**src/rtl/crossbar_pkg.sv**
```systemverilog
// Shared types and sizing helpers for the crossbar output scheduler.
package crossbar_pkg;

  localparam int unsigned DEFAULT_NUM_PORTS = 4;
  localparam int unsigned DEFAULT_PORT_W    = $clog2(DEFAULT_NUM_PORTS);

  typedef logic [DEFAULT_PORT_W-1:0] port_idx_t;

  typedef enum logic {
    OUT_IDLE = 1'b0,
    OUT_BUSY = 1'b1
  } out_state_e;

  // Index width for an n-entry range; never narrower than one bit.
  function automatic int unsigned port_w(input int unsigned n);
    return (n > 1) ? $clog2(n) : 1;
  endfunction

endpackage

```
**src/rtl/crossbar_scheduler_if.sv**
```systemverilog
// Request/grant bundle between the input FIFOs, the scheduler and the crossbar datapath.
interface crossbar_if
  import crossbar_pkg::*;
#(
  parameter int unsigned NUM_PORTS = DEFAULT_NUM_PORTS
);
  localparam int unsigned PORT_W = port_w(NUM_PORTS);

  logic [NUM_PORTS-1:0]        req_valid_i;
  logic [NUM_PORTS*PORT_W-1:0] req_dest_i;
  logic [NUM_PORTS-1:0]        eop_i;
  logic [NUM_PORTS-1:0]        grant_o;
  logic [NUM_PORTS*PORT_W-1:0] sel_o;
  logic [NUM_PORTS-1:0]        sel_valid_o;
  logic [NUM_PORTS-1:0]        timeout_o;

  modport master (
    output req_valid_i, req_dest_i, eop_i,
    input  grant_o, sel_o, sel_valid_o, timeout_o
  );

  modport slave (
    input  req_valid_i, req_dest_i, eop_i,
    output grant_o, sel_o, sel_valid_o, timeout_o
  );

endinterface

```
**src/rtl/crossbar_scheduler_rr_arbiter.sv**
```systemverilog
// Combinational round-robin pick: first requester at or after ptr_i, wrapping.
module rr_arbiter
  import crossbar_pkg::*;
#(
  parameter  int unsigned NUM_PORTS = DEFAULT_NUM_PORTS,
  localparam int unsigned PORT_W    = port_w(NUM_PORTS)
) (
  input  logic [NUM_PORTS-1:0] req_i,
  input  logic [PORT_W-1:0]    ptr_i,
  output logic [NUM_PORTS-1:0] gnt_o,
  output logic [PORT_W-1:0]    idx_o,
  output logic                 any_gnt_o
);

  always_comb begin
    gnt_o     = '0;
    idx_o     = '0;
    any_gnt_o = 1'b0;
    for (int unsigned k = 0; k < NUM_PORTS; k++) begin
      int unsigned c;
      c = (32'(ptr_i) + k) % NUM_PORTS;
      if (!any_gnt_o && req_i[PORT_W'(c)]) begin
        any_gnt_o          = 1'b1;
        idx_o              = PORT_W'(c);
        gnt_o[PORT_W'(c)]  = 1'b1;
      end
    end
  end

endmodule

```
**src/rtl/crossbar_scheduler.sv**
```systemverilog
// Frame-granular crossbar allocator: one RR arbiter, FSM and watchdog per output port.
module crossbar_scheduler
  import crossbar_pkg::*;
#(
  parameter int unsigned NUM_PORTS = DEFAULT_NUM_PORTS,
  parameter int unsigned TIMEOUT   = 2048
) (
  input logic       clk_i,
  input logic       rst_i,
  crossbar_if.slave bus
);

  localparam int unsigned PORT_W = port_w(NUM_PORTS);
  localparam int unsigned WDOG_W = port_w(TIMEOUT);

  logic [NUM_PORTS-1:0]        grant_c;
  logic [NUM_PORTS-1:0]        conn_all [NUM_PORTS];
  logic [NUM_PORTS*PORT_W-1:0] sel_flat;
  logic [NUM_PORTS-1:0]        busy;
  logic [NUM_PORTS-1:0]        timeout_flags;

  // An input is granted when any output holds a connection to it.
  always_comb begin
    grant_c = '0;
    for (int unsigned j = 0; j < NUM_PORTS; j++) begin
      grant_c = grant_c | conn_all[j];
    end
  end

  assign bus.grant_o     = grant_c;
  assign bus.sel_o       = sel_flat;
  assign bus.sel_valid_o = busy;
  assign bus.timeout_o   = timeout_flags;

  for (genvar j = 0; j < NUM_PORTS; j++) begin : g_out
    out_state_e           state_q, state_d;
    logic [PORT_W-1:0]    sel_q, sel_d;
    logic [PORT_W-1:0]    ptr_q, ptr_d;
    logic [WDOG_W-1:0]    wdog_q, wdog_d;
    logic [NUM_PORTS-1:0] conn_q, conn_d;
    logic                 timeout_q, timeout_d;
    logic [NUM_PORTS-1:0] cand;
    logic [NUM_PORTS-1:0] arb_gnt;
    logic [PORT_W-1:0]    arb_idx;
    logic                 arb_any;

    // Candidates: ungranted inputs with a valid head aimed at this output.
    always_comb begin
      cand = '0;
      for (int unsigned i = 0; i < NUM_PORTS; i++) begin
        cand[i] = bus.req_valid_i[i] && !grant_c[i] &&
                  (bus.req_dest_i[i*PORT_W +: PORT_W] == PORT_W'(j));
      end
    end

    rr_arbiter #(.NUM_PORTS(NUM_PORTS)) u_arb (
      .req_i     (cand),
      .ptr_i     (ptr_q),
      .gnt_o     (arb_gnt),
      .idx_o     (arb_idx),
      .any_gnt_o (arb_any)
    );

    always_comb begin
      state_d   = state_q;
      sel_d     = sel_q;
      ptr_d     = ptr_q;
      wdog_d    = wdog_q;
      conn_d    = conn_q;
      timeout_d = 1'b0;
      unique case (state_q)
        OUT_IDLE: begin
          if (arb_any) begin
            state_d = OUT_BUSY;
            sel_d   = arb_idx;
            conn_d  = arb_gnt;
            wdog_d  = '0;
            ptr_d   = (arb_idx == PORT_W'(NUM_PORTS - 1)) ? '0 : arb_idx + PORT_W'(1);
          end
        end
        OUT_BUSY: begin
          // EOP takes priority so a frame ending on the last allowed cycle is not flagged.
          if (bus.eop_i[sel_q]) begin
            state_d = OUT_IDLE;
            conn_d  = '0;
            wdog_d  = '0;
          end else if ((TIMEOUT != 0) && (32'(wdog_q) == TIMEOUT - 32'd1)) begin
            state_d   = OUT_IDLE;
            conn_d    = '0;
            wdog_d    = '0;
            timeout_d = 1'b1;
          end else begin
            wdog_d = wdog_q + WDOG_W'(1);
          end
        end
        default: state_d = OUT_IDLE;
      endcase
    end

    always_ff @(posedge clk_i) begin
      if (rst_i) begin
        state_q   <= OUT_IDLE;
        sel_q     <= '0;
        ptr_q     <= '0;
        wdog_q    <= '0;
        conn_q    <= '0;
        timeout_q <= 1'b0;
      end else begin
        state_q   <= state_d;
        sel_q     <= sel_d;
        ptr_q     <= ptr_d;
        wdog_q    <= wdog_d;
        conn_q    <= conn_d;
        timeout_q <= timeout_d;
      end
    end

    assign conn_all[j]                    = conn_q;
    assign sel_flat[j*PORT_W +: PORT_W]   = sel_q;
    assign busy[j]                        = (state_q == OUT_BUSY);
    assign timeout_flags[j]               = timeout_q;
  end

endmodule
```
**src/flat_wrapper.sv**
```systemverilog
// flat-port wrapper written by rule: the top's interface ports become plain ports
module crossbar_scheduler_flat import crossbar_pkg::*;
#(
  parameter int unsigned NUM_PORTS = DEFAULT_NUM_PORTS,
  parameter int unsigned TIMEOUT   = 2048
)
  (clk_i, rst_i, bus_req_valid_i, bus_req_dest_i, bus_eop_i, bus_grant_o, bus_sel_o, bus_sel_valid_o, bus_timeout_o);
  crossbar_if #(.NUM_PORTS(NUM_PORTS)) bus_i ();
  input logic clk_i;
  input logic rst_i;
  input wire logic [$bits(bus_i.req_valid_i)-1:0] bus_req_valid_i;
  input wire logic [$bits(bus_i.req_dest_i)-1:0] bus_req_dest_i;
  input wire logic [$bits(bus_i.eop_i)-1:0] bus_eop_i;
  output wire logic [$bits(bus_i.grant_o)-1:0] bus_grant_o;
  output wire logic [$bits(bus_i.sel_o)-1:0] bus_sel_o;
  output wire logic [$bits(bus_i.sel_valid_o)-1:0] bus_sel_valid_o;
  output wire logic [$bits(bus_i.timeout_o)-1:0] bus_timeout_o;
  assign bus_i.req_valid_i = bus_req_valid_i;
  assign bus_i.req_dest_i = bus_req_dest_i;
  assign bus_i.eop_i = bus_eop_i;
  assign bus_grant_o = bus_i.grant_o;
  assign bus_sel_o = bus_i.sel_o;
  assign bus_sel_valid_o = bus_i.sel_valid_o;
  assign bus_timeout_o = bus_i.timeout_o;
  crossbar_scheduler #(.NUM_PORTS(NUM_PORTS), .TIMEOUT(TIMEOUT)) u_core (.clk_i(clk_i), .rst_i(rst_i), .bus(bus_i));
endmodule
```
**config.mk**
```make
export PLATFORM = sky130hd
export DESIGN_NAME = crossbar_scheduler_flat
export DESIGN_NICKNAME = d
export VERILOG_FILES = /design/src/rtl/crossbar_pkg.sv /design/src/rtl/crossbar_scheduler_if.sv /design/src/rtl/crossbar_scheduler_rr_arbiter.sv /design/src/rtl/crossbar_scheduler.sv /design/src/flat_wrapper.sv
export SDC_FILE = /design/constraint.sdc
export NUM_CORES = 1
export LEC_CHECK = 0
export CORE_MARGIN = 2
export CORE_UTILIZATION = 55
export CTS_BUF_LIST = sky130_fd_sc_hd__clkbuf_8
export DETAILED_ROUTE_END_ITERATION = 8
export MAX_ROUTING_LAYER = met4
export PLACE_DENSITY_LB_ADDON = 0.1
export SLEW_MARGIN = 20
export SYNTH_ARGS = -nofsm -noshare
export SYNTH_HDL_FRONTEND = slang
export SYNTH_SLANG_ARGS = --single-unit
```
**constraint.sdc**
```tcl
create_clock -name clk_i -period 2.7 [get_ports clk_i]
set_clock_uncertainty 0.1 [all_clocks]
set_input_delay 0.405 -clock clk_i [delete_from_list [all_inputs] [get_ports clk_i]]
set_output_delay 0.405 -clock clk_i [all_outputs]
set_load 0.01 [all_outputs]
```
==> results.py <==
metrics = {
    "logic_synthesis": {
        "synth_edf_count": 0,
        "ys_warn_count": 0,
        "ys.flop_type": "dfxtp_1",
        "ys_types": 76,
        "synth.net_count": 694,
        "syn_inst": 640,
        "synth_area_per_cell_um2": 8.49,
        "ys_seq_area_frac": 0.310,
        "synthArstFlopShare": 0,
        "synth_area_um2": 5430,
        "yosys_register_bits": 84,
    },
    "sta": {
        "setup-violations-final": 17,
        "worstMarginPinSlew_ns": 0.739,
        "rsz0062_at_grt": "yes",
        "report.final.hold_viol_count": 0,
        "clock.fmax_ghz": 0.354,
        "drv_slew": 0,
        "period_needed_ns": 2.83,
        "setup_ws_ns": -0.128,
        "slew_headroom": 0.508,
        "fin_crit_sh": 1.05,
    },
    "power": {
        "p_leak_nw": 2.88,
        "finalPower_mw": 6.20,
        "irDropWorstVdd_v": 0.000472,
        "p_per_area_nw_per_um2": 890,
    },
    "cells_and_area": {
        "final_common_cell": "buf_4",
        "nets": 808,
        "layout_common_cells": "buf_4, dfxtp_1, nor2_1",
        "design_area_um2": 6970,
        "final_cells": 892,
        "finish.utilization": 0.719,
        "drive_gt1_frac": 0.233,
        "n_antenna_cell": 0,
        "area_delta_synth_final_pct": 28.3,
    },
    "grt": {
        "grt_pass1_wl_mm": 21.9,
        "grt-ovfl-total": 0,
        "track_usage": 0.264,
        "grt_max_degree": 37,
        "first_global_vias": 4671,
        "antenna_found_initial": 0,
    },
    "setup_path": {
        "worstPathMaxFanout": 6,
        "crit_type": "flop to flop",
        "reg2reg_from": "u_core.g_out[3].conn_q[1]",
        "worstPathRequired_ns": 2.82,
        "arrival_ns": 2.95,
        "reg2reg_to": "u_core.g_out[3].sel_q[0]",
        "reg2reg_slack_ns": -0.13,
        "ff2ff_path_depth": 8,
        "startpoint_type": "flop",
        "endpoint_kind": "flop",
    },
    "drt": {
        "wl_mm": 13.8,
        "antenna_left": 0,
        "drcViolationCount": 0,
        "post_drt_wl_per_cell_um": 15.4,
        "vias": 5235,
        "drt-initial-drc-count": 436,
        "first_pass_iters": 7,
        "via_per_inst": 5.87,
    },
    "status": {
        "status": "finished with violations",
        "violations": "setup timing",
    },
    "floorplanning": {
        "die_y_um": 103,
        "dieArea_um2": 10700,
        "start_util": 0.561,
        "core_um2": 9680,
        "ios": 38,
        "die_w_um": 103,
        "num_rows": 36,
    },
    "clock_tree": {
        "htree_levels": 3,
        "cts_buffers": 9,
        "cts_buffer_depth": 2,
        "cts_tree": "yes",
        "clk_pin_slew_worst_paths_ns": 0.08,
        "clk_latency_ns": 0.36,
        "clock-sinks": 84,
        "cts_hold_buffers": 0,
        "ctsRootBufferMaster": "clkbuf_8",
    },
    "hold_path": {
        "holdPathEnd": "u_core.g_out[2].conn_q[1]",
        "worstHoldPathCells": 1,
        "hp-class": "flop to flop",
        "timing.hold.worst.start": "u_core.g_out[2].conn_q[1]",
    },
    "place": {
        "port_buffers": 37,
        "dpl_worst_slack_ns": -0.329,
        "dpl.cell_count": 871,
        "placed_area_um2": 6510,
        "gp_congestion": 0.959,
        "dp_hpwl_mm": 10.1,
    },
    "job": {
        "maxCapViolations": 0,
    },
}
flip-flops by register name, summed over array words and instances (netlist names), named ones only:
signal and flops:
u_core.g_out.sel_q 8, u_core.g_out.timeout_q 4, u_core.g_out.ptr_q 4, u_core.g_out.conn_q 16, u_core.g_out.state_q 4, u_core.g_out.wdog_q 44
routing by layer:
layer	global-route usage	vias up	wire (um)	share of wire
met5	-	-	0	0
met4	0.0810	0	276	0.020
met3	0.0390	26	601	0.044
met2	0.413	137	6470	0.47
met1	0.355	2484	6410	0.47
li1	-	2588	-	-
what timing repair did:
action | 4_1_cts | 5_1_grt
hold endpoints to repair | 0 | 0
setup buffers | 1 | 8
gates resized for setup | 5 | 44
pin swaps | 4 | 46
endpoints found under the setup margin | 20 | 45
per-stage QoR:
step           hold slack (ns)  setup TNS, ns
5_1_grt                  0.402          -3.30
3_3_place_gp             0.352          -5.48
2_1_floorplan            0.328         -0.186
6_report                 0.378          -1.39
4_1_cts                  0.372         -0.739
3_5_place_dp             0.353          -8.19
cells in the mapped netlist, drive strengths merged, types with 9 or more instances:
cell,instances,share of area
a21oi,58,0.055
nor3b,10,0.014
nand3b,10,0.014
inv,25,0.017
a222oi,11,0.020
nor2b,12,0.014
a22o,17,0.027
nand4,14,0.016
buf,14,0.017
and3,18,0.021
xor2,12,0.019
a21o,9,0.012
or3,13,0.016
mux2i,11,0.021
clkbuf,14,0.0097
o21ai,31,0.029
ha,36,0.083
nor4,10,0.017
nor3,11,0.010
nand2b,10,0.012
dfxtp,84,0.31
nor2,73,0.050
nand3,11,0.010
nand2,44,0.030
worst max path at each step:
| stage | cells past startpoint | end | start | slack (ns) |
|---|---|---|---|---|
| after floorplan | 9 | u_core.g_out[3].ptr_q[1] | u_core.g_out[1].conn_q[1] | -0.04 |
| after detailed placement | 10 | u_core.g_out[0].ptr_q[1] | bus_req_valid_i[0] | -0.33 |
| after global routing | 10 | u_core.g_out[0].conn_q[2] | u_core.g_out[3].conn_q[1] | -0.19 |
| final | 8 | u_core.g_out[3].sel_q[0] | u_core.g_out[3].conn_q[1] | -0.13 |
| after global placement | 10 | u_core.g_out[0].ptr_q[1] | bus_req_valid_i[0] | -0.34 |
| after CTS | 7 | u_core.g_out[3].conn_q[1] | u_core.g_out[2].conn_q[1] | -0.11 |
critical path: stages (launching register included):
cell       delay, ns
dfxtp_2         0.34
or4_4           0.60
or3_4           0.40
mux4_2          0.47
and2_4          0.17
or2_1           0.24
a2bb2oi_4       0.16
mux2i_1         0.14
nor2_1          0.06
final cells by class:
| cell class | instances | area [um^2] |
|---|---|---|
| Timing Repair Buffer | 131 | 1110 |
| Clock inverter | 4 | 47.5 |
| Multi-Input combinational cell | 503 | 3700 |
| Fill cell | 739 | 2720 |
| Tap cell | 133 | 166 |
| Clock buffer | 12 | 165 |
| Sequential cell | 84 | 1690 |
| Inverter | 25 | 93.8 |
logic make-up after synthesis:
group,share of synthesized area
AO/OA/AOI/OAI,0.208
XOR/XNOR,0.0274
adder cells (fa/ha/maj),0.0829
buffers and inverters,0.0442
flip-flops,0.310
multiplexers,0.0645
AND/OR/NAND/NOR,0.264
report_power, final:
part / internal (mW) / switching [mW] / total [mW]
logic: 1.78 / 1.89 / 3.67
registers: 1.40 / 0.189 / 1.59
clock network: 0.500 / 0.445 / 0.945
total: 3.68 / 2.53 / 6.20
No activity file was read; power rests on OpenSTA's default activity.
